<file path="src/rtl/collatz_range_multi.sv">
// Multi-lane Collatz range evaluator: LANES engines fill a RAM_WORDS-deep result RAM
// with iteration counts for start..start+RAM_WORDS-1. Define MAX_TRACK_EN for max tracking.
module collatz_range_multi #(
  parameter int RAM_WORDS     = 256,
  parameter int RAM_ADDR_BITS = 8,
  parameter int LANES         = 4,
  parameter int N_WIDTH       = 32,
  parameter int COUNT_WIDTH   = 16
) (
  input  logic                     clk,
  input  logic                     reset_n,
  input  logic                     go,
  input  logic [N_WIDTH-1:0]       start,
  input  logic [RAM_ADDR_BITS-1:0] n,
  output logic [COUNT_WIDTH-1:0]   count,
  output logic                     busy,
  output logic                     done
`ifdef MAX_TRACK_EN
  ,
  output logic [COUNT_WIDTH-1:0]   max_count,
  output logic [RAM_ADDR_BITS-1:0] max_idx
`endif
);

  typedef enum logic [1:0] {S_IDLE, S_RUN, S_DRAIN, S_DONE} state_e;

  localparam int INIT_LANES = (LANES < RAM_WORDS) ? LANES : RAM_WORDS;
  localparam int IDX_W      = RAM_ADDR_BITS + 1;

  localparam logic [IDX_W-1:0]       WORDS_L = IDX_W'(RAM_WORDS);
  localparam logic [IDX_W-1:0]       INIT_L  = IDX_W'(INIT_LANES);
  localparam logic [IDX_W-1:0]       IDX_ONE = IDX_W'(1);
  localparam logic [COUNT_WIDTH-1:0] C_ONE   = COUNT_WIDTH'(1);
  localparam logic [N_WIDTH-1:0]     V_ONE   = N_WIDTH'(1);
  localparam logic [N_WIDTH+1:0]     T_ONE   = (N_WIDTH+2)'(1);

  state_e                   state_q, state_d;
  logic [N_WIDTH-1:0]       start_q, start_d;
  logic [IDX_W-1:0]         next_idx_q, next_idx_d;
  logic [LANES-1:0]         active_q, active_d;
  logic [N_WIDTH-1:0]       v_q   [LANES];
  logic [N_WIDTH-1:0]       v_d   [LANES];
  logic [COUNT_WIDTH-1:0]   c_q   [LANES];
  logic [COUNT_WIDTH-1:0]   c_d   [LANES];
  logic [RAM_ADDR_BITS-1:0] idx_q [LANES];
  logic [RAM_ADDR_BITS-1:0] idx_d [LANES];
  logic [COUNT_WIDTH-1:0]   count_q;

  logic [N_WIDTH+1:0]       triple [LANES];
  logic [N_WIDTH-1:0]       step_v [LANES];
  logic [COUNT_WIDTH-1:0]   res    [LANES];
  logic [LANES-1:0]         ovf;
  logic [LANES-1:0]         req;
  logic [LANES-1:0]         win_oh;

  logic                     wr_en;
  logic [RAM_ADDR_BITS-1:0] wr_addr;
  logic [COUNT_WIDTH-1:0]   wr_data;
  logic                     go_ok;
  logic                     reload_ok;

  logic [COUNT_WIDTH-1:0]   ram [RAM_WORDS];

  // Per-lane datapath: 3v+1 is formed two bits wider so overflow past N_WIDTH is visible.
  // NOTE: every always_comb output gets a value before any branch, so no latch can be inferred.
  always_comb begin
    for (int j = 0; j < LANES; j++) begin
      triple[j] = {2'b00, v_q[j]} + {1'b0, v_q[j], 1'b0} + T_ONE;
      ovf[j]    = v_q[j][0] && (triple[j][N_WIDTH+1:N_WIDTH] != 2'b00);
      req[j]    = active_q[j] && ((v_q[j] == V_ONE) || (v_q[j] == '0) || ovf[j]);
      step_v[j] = v_q[j][0] ? triple[j][N_WIDTH-1:0] : (v_q[j] >> 1);
      if (v_q[j] == '0)  res[j] = '0;
      else if (ovf[j])   res[j] = '1;
      else               res[j] = c_q[j];
    end
  end

  // Fixed-priority write arbiter: lowest-numbered requesting lane owns the RAM port.
  always_comb begin
    win_oh  = '0;
    wr_en   = 1'b0;
    wr_addr = '0;
    wr_data = '0;
    for (int j = 0; j < LANES; j++) begin
      if (req[j] && !wr_en) begin
        win_oh[j] = 1'b1;
        wr_en     = 1'b1;
        wr_addr   = idx_q[j];
        wr_data   = res[j];
      end
    end
  end

  assign go_ok     = go && ((state_q == S_IDLE) || (state_q == S_DONE));
  assign reload_ok = (next_idx_q < WORDS_L);

  always_comb begin
    state_d    = state_q;
    start_d    = start_q;
    next_idx_d = next_idx_q;
    active_d   = active_q;
    v_d        = v_q;
    c_d        = c_q;
    idx_d      = idx_q;

    if (go_ok) begin
      start_d    = start;
      next_idx_d = INIT_L;
      state_d    = S_RUN;
      for (int j = 0; j < LANES; j++) begin
        if (j < INIT_LANES) begin
          active_d[j] = 1'b1;
          v_d[j]      = start + N_WIDTH'(j);
          c_d[j]      = C_ONE;
          idx_d[j]    = RAM_ADDR_BITS'(j);
        end else begin
          active_d[j] = 1'b0;
        end
      end
    end else begin
      for (int j = 0; j < LANES; j++) begin
        if (active_q[j] && !req[j]) begin
          v_d[j] = step_v[j];
          if (c_q[j] != '1) c_d[j] = c_q[j] + C_ONE;
        end else if (win_oh[j]) begin
          // Finished lanes that lose arbitration stay frozen until they win.
          if (reload_ok) begin
            v_d[j]   = start_q + N_WIDTH'(next_idx_q);
            c_d[j]   = C_ONE;
            idx_d[j] = next_idx_q[RAM_ADDR_BITS-1:0];
          end else begin
            active_d[j] = 1'b0;
          end
        end
      end
      if (wr_en && reload_ok) next_idx_d = next_idx_q + IDX_ONE;

      case (state_q)
        S_RUN:   if (next_idx_q == WORDS_L) state_d = S_DRAIN;
        S_DRAIN: if (active_q == '0) state_d = S_DONE;
        default: state_d = state_q;
      endcase
    end
  end

  // NOTE: state registers use non-blocking assignments so every flop samples pre-edge values.
  always_ff @(posedge clk or negedge reset_n) begin
    if (!reset_n) begin
      state_q    <= S_IDLE;
      start_q    <= '0;
      next_idx_q <= '0;
      active_q   <= '0;
      count_q    <= '0;
      for (int j = 0; j < LANES; j++) begin
        v_q[j]   <= '0;
        c_q[j]   <= '0;
        idx_q[j] <= '0;
      end
    end else begin
      state_q    <= state_d;
      start_q    <= start_d;
      next_idx_q <= next_idx_d;
      active_q   <= active_d;
      count_q    <= ram[n];
      v_q        <= v_d;
      c_q        <= c_d;
      idx_q      <= idx_d;
    end
  end

  // NOTE: the result RAM has no reset so it maps onto block RAM; partial results survive reset.
  always_ff @(posedge clk) begin
    if (wr_en) ram[wr_addr] <= wr_data;
  end

  assign count = count_q;
  assign busy  = (state_q == S_RUN) || (state_q == S_DRAIN);
  assign done  = (state_q == S_DONE);

`ifdef MAX_TRACK_EN
  logic [COUNT_WIDTH-1:0]   max_count_q;
  logic [RAM_ADDR_BITS-1:0] max_idx_q;

  // Ties go to the smaller index so the result is independent of lane completion order.
  always_ff @(posedge clk or negedge reset_n) begin
    if (!reset_n) begin
      max_count_q <= '0;
      max_idx_q   <= '0;
    end else if (go_ok) begin
      max_count_q <= '0;
      max_idx_q   <= '0;
    end else if (wr_en && ((wr_data > max_count_q) ||
                           ((wr_data == max_count_q) && (wr_addr < max_idx_q)))) begin
      max_count_q <= wr_data;
      max_idx_q   <= wr_addr;
    end
  end

  assign max_count = max_count_q;
  assign max_idx   = max_idx_q;
`endif

endmodule

</file>
<file path="config.mk">
export PLATFORM = sky130hd
export DESIGN_NAME = collatz_range_multi
export DESIGN_NICKNAME = d
export VERILOG_FILES = /design/src/rtl/collatz_range_multi.sv
export SDC_FILE = /design/constraint.sdc
export NUM_CORES = 2
export LEC_CHECK = 0
export CAP_MARGIN = 20
export CORE_MARGIN = 2
export CORE_UTILIZATION = 55
export DETAILED_ROUTE_END_ITERATION = 7
export GPL_ROUTABILITY_DRIVEN = 0
export HOLD_SLACK_MARGIN = 0.06
export PLACE_DENSITY_LB_ADDON = 0.1
export SYNTH_ARGS = -nofsm -noshare
export SYNTH_HDL_FRONTEND = slang
export SYNTH_SLANG_ARGS = --single-unit
</file>
<file path="constraint.sdc">
create_clock -name clk -period 15.2 [get_ports clk]
set_clock_uncertainty 0.2 [all_clocks]
set_input_delay 3.04 -clock clk [delete_from_list [all_inputs] [get_ports clk]]
set_output_delay 3.04 -clock clk [all_outputs]
set_load 0.02 [all_outputs]
</file>
==> summary.txt <==
Timing
  • Rel. slew slack: roughly 6.1%
  • FMAX: approximately 110 MHz
  • Fin crit share: a little under three fifths
  • Minimum clock period after layout: 8700 ps
  • Setup TNS: 0 ps
  • Max Transition Viols Final: 0
  • Minimum hold slack: roughly 290 ps
  • Setup-failing EPs final: 0
  • Slew @ Worst Pin: between 1000 and 1500 ps
  • Unrepaired setup endpoints after global routing: false
  • Final Hold Vio Count: 0

Die
  • I/O Pins: about 60
  • Row count: 211
  • Chip width: between 500 and 600 µm
  • Placeable core area: approximately 330,000 µm²
  • Starting density of the core: a little under three fifths
  • Die Height: roughly 580 µm
  • Die area: ~340,000 µm²

Yosys
  • #FFs+latches synth: 4,383
  • Simple-gate share of the synthesized area: under 10%
  • Post-synthesis cell type count: between 90 and 100
  • Top cell type's share of synthesized area: around two thirds
  • Post-Synth Adder-Cell Area: around 1.6%
  • Synthesis Warnings: 0
  • Number of synthesized flops with an enable pin: around 4,000
  • Multiplexer share of the synthesized area: roughly 17%
  • Syn Area/Cell: ~19 µm²
  • Yosys top cell by area: edfxtp_1
  • Synth Area in XOR/XNOR: under 10%
  • Largest cells by area after synthesis: edfxtp_1 67%, mux4_2 17%, dfrtp_1 3.9%
  • Sequential area share after synthesis: between 70% and 80%
  • Mapped Cells: ~9,700
  • Post-synthesis compound-gate area fraction: 3.88%
  • Largest family of logic cells by synthesized area: multiplexers
  • Netlist Area Pre-Place: ~180,000 µm²
  • Top FF cell, synth: edfxtp_1
  • Async SR Flop Fraction: between 6 and 7%
  • Mapped Nets: ~9,900

Layout
  • Net count, final: 10,300
  • Share of layout cells above drive strength 1: 24.4%
  • Area Growth Syn to Fin: 12.2%
  • Utilization after layout: around 62%
  • Post-route cell area: 205,000 µm²

Critical path
  • Worst endpoint required time: 15,610 ps
  • Worst R2R Setup Slack: between 6000 and 7000 ps
  • Worst Path Arrival: 9110 ps
  • CP endpoint kind: flip-flop
  • WS Path Type: reg2reg
  • Critical Path Start Type: flip-flop
  • Worst Path Max Fanout: 97

Routing
  • DRC: 0
  • Via density: between 6 and 7
  • Routed Antenna Nets: 0
  • Routed len/inst: 33.7 µm
  • Detailed Route Iter0 Violations: 13,600
  • Detailed Route WL: 498,000 µm
  • DR pass1 iterations: 6
  • Via count: around 99,000

Global routing
  • Pin count of the biggest net entering global routing: around 220
  • Vias in the first global route: around 97,000
  • Global-route usage over all layers: 29.5%
  • Initial antenna violation count: 29
  • First-pass GRT wire length: 712,000 µm
  • GRT overflow: 0

Clocking
  • Clk root buf: clkbuf_16
  • Post-CTS setup buffers: 0
  • Hold_buf cts: 0
  • Clock Path Buffers: 4
  • Htree depth: 5
  • TritonCTS clock tree: done
  • CTS resizes: 0
  • TritonCTS Buffers: 441
  • Clk sink count: 4,383
  • Clk slew on worst S/H paths: around 60 ps
  • Clk_lat worst skew: around 960 ps

Min path
  • Worst min-delay path class: reg2reg

Pwr
  • Pwr dens: about 240 nW/µm²
  • IR drop worst, VDD: between 0.6 and 0.7 mV
  • Lkg Pwr: ~0.068 µW

Job
  • Max-Cap Viols: 0

Placement
  • Port Buffer Count: 60
  • Post-DP HPWL: between 200,000 and 300,000 µm
  • Area after DPL: around 190,000 µm²

Run status
  • Status: completed
-- report_power, final --
group          switching [µW]  leakage (µW)  total (µW)  internal [µW]
sequential                486        0.0410       21100          20600
combinational           13100        0.0197       17200           4080
clock                    4570       0.00706       10800           6270
total                   18200        0.0678       49200          31000
-- stage by stage --
step	setup WS, ps	total power [µW]	instances
after global placement	6820	37500	13900
after global routing	6010	51100	14800
after floorplan	2930	33200	9650
final	6500	49200	14800
after detailed placement	6650	38300	14000
after CTS	6580	49000	14800
-- kinds of logic after synthesis --
logic type,count (synthesis)
DFF,4383
and+or+nand+nor,1531
muxes,1410
AOI/OAI and AO/OA,1134
buffers and inverters,713
xor gates and xnor gates,244
adders and majority gates,235
-- synth_stat cells, types with 9 or more instances --
cell type,instances
a2111oi_0,11
a211oi_1,81
a21boi_0,10
a21o_1,49
a21oi_1,293
a311oi_1,10
a31oi_1,50
a41oi_1,9
and2_1,16
and3_1,70
and4_1,10
buf_1,100
buf_2,42
clkbuf_1,386
dfrtp_1,287
edfxtp_1,4096
ha_1,230
inv_1,177
mux2i_1,46
mux4_2,1360
nand2_1,473
nand2_2,11
nand2b_1,33
nand3_1,126
nand4_1,57
nor2_1,591
nor2b_1,21
nor3_1,58
nor4_1,10
o211ai_1,83
o21a_1,27
o21ai_0,334
o21ai_1,11
o21bai_1,12
o221ai_1,9
o22ai_1,32
o2bb2ai_1,18
o31ai_1,17
or2_2,10
or3_1,12
xnor2_1,120
xor2_1,124
-- routing by layer --
layer,vias up,part of all wire [%],global-route usage [%]
li1,40200,-,-
met1,52600,40,42.9
met2,5121,48,46.4
met3,798,8.9,4.97
met4,12,3.1,8.50
met5,-,0.015,0
-- final timing paths --
path / start / endpoint / depth (start not counted)
max reg2reg: v_q[96]$_DFFE_PN0P_ / ram[80][0]$_DFFE_PP_ / 18
min: idx_q[29]$_DFFE_PN0P_ / idx_q[29]$_DFFE_PN0P_ / 2
max: v_q[96]$_DFFE_PN0P_ / ram[80][0]$_DFFE_PP_ / 18
min in group asynchronous: reset_n / c_q[43]$_DFFE_PN0P_ / 1
max in group asynchronous: reset_n / async pin / 2
min reg2reg: idx_q[29]$_DFFE_PN0P_ / idx_q[29]$_DFFE_PN0P_ / 2
-- sequential cells by signal, summed over array words and instances (netlist names), named ones only --
signal	cells
state_q	2
c_q	64
ram	4096
idx_q	32
next_idx_q	9
active_q	4
v_q	124
start_q	32
count	16
-- cells in the final DEF, fill, tap and decap left out, types with 13 or more instances in the layout --
master and instances:
edfxtp_1 4096, mux4_2 1360, nor2_1 564, nand2_1 472, clkbuf_16 457, buf_4 391
o21ai_0 334, a21oi_1 293, dfrtp_1 287, ha_1 230, inv_1 177, nand3_1 125
xor2_1 124, xnor2_1 120, clkinv_2 94, clkinv_1 91, clkbuf_1 86, o211ai_1 83
a211oi_1 81, and3_1 70, nand4_1 57, nor3_1 57, clkdlybuf4s50_1 52, a31oi_1 50
a21o_1 49, mux2i_1 46, bufinv_16 44, o22ai_1 32, nand2b_1 31, o21a_1 27
nor2_2 23, nor2b_1 21, buf_12 21, o31ai_1 17, o2bb2ai_4 16, and2_1 15
clkinvlp_4 14, diode_2 13
-- critical path: stages, from the launching register on --
cell,delay [ps]
dfrtp_1,320
buf_4,440
clkinv_1,670
ha_1,510
a211oi_1,260
o21ai_1,160
o31ai_1,430
o22ai_1,200
a21oi_1,260
a32o_1,320
a21o_1,520
nand3_1,430
nor2_2,360
nand2_1,140
buf_4,290
o2bb2ai_4,160
buf_4,650
buf_4,820
buf_4,890
-- area by class of cell --
class / instances / area (µm²)
diodes: 13 / 32.5
clock buffers: 553 / 11900
clock inverters: 263 / 2510
fillers: 23000 / 125000
inverters: 178 / 668
multi-input cells: 4554 / 50600
flip-flops and latches: 4383 / 130000
well taps: 4366 / 5460
repair buffers: 477 / 4130
Note: power is estimated with default switching activity, not from simulation.
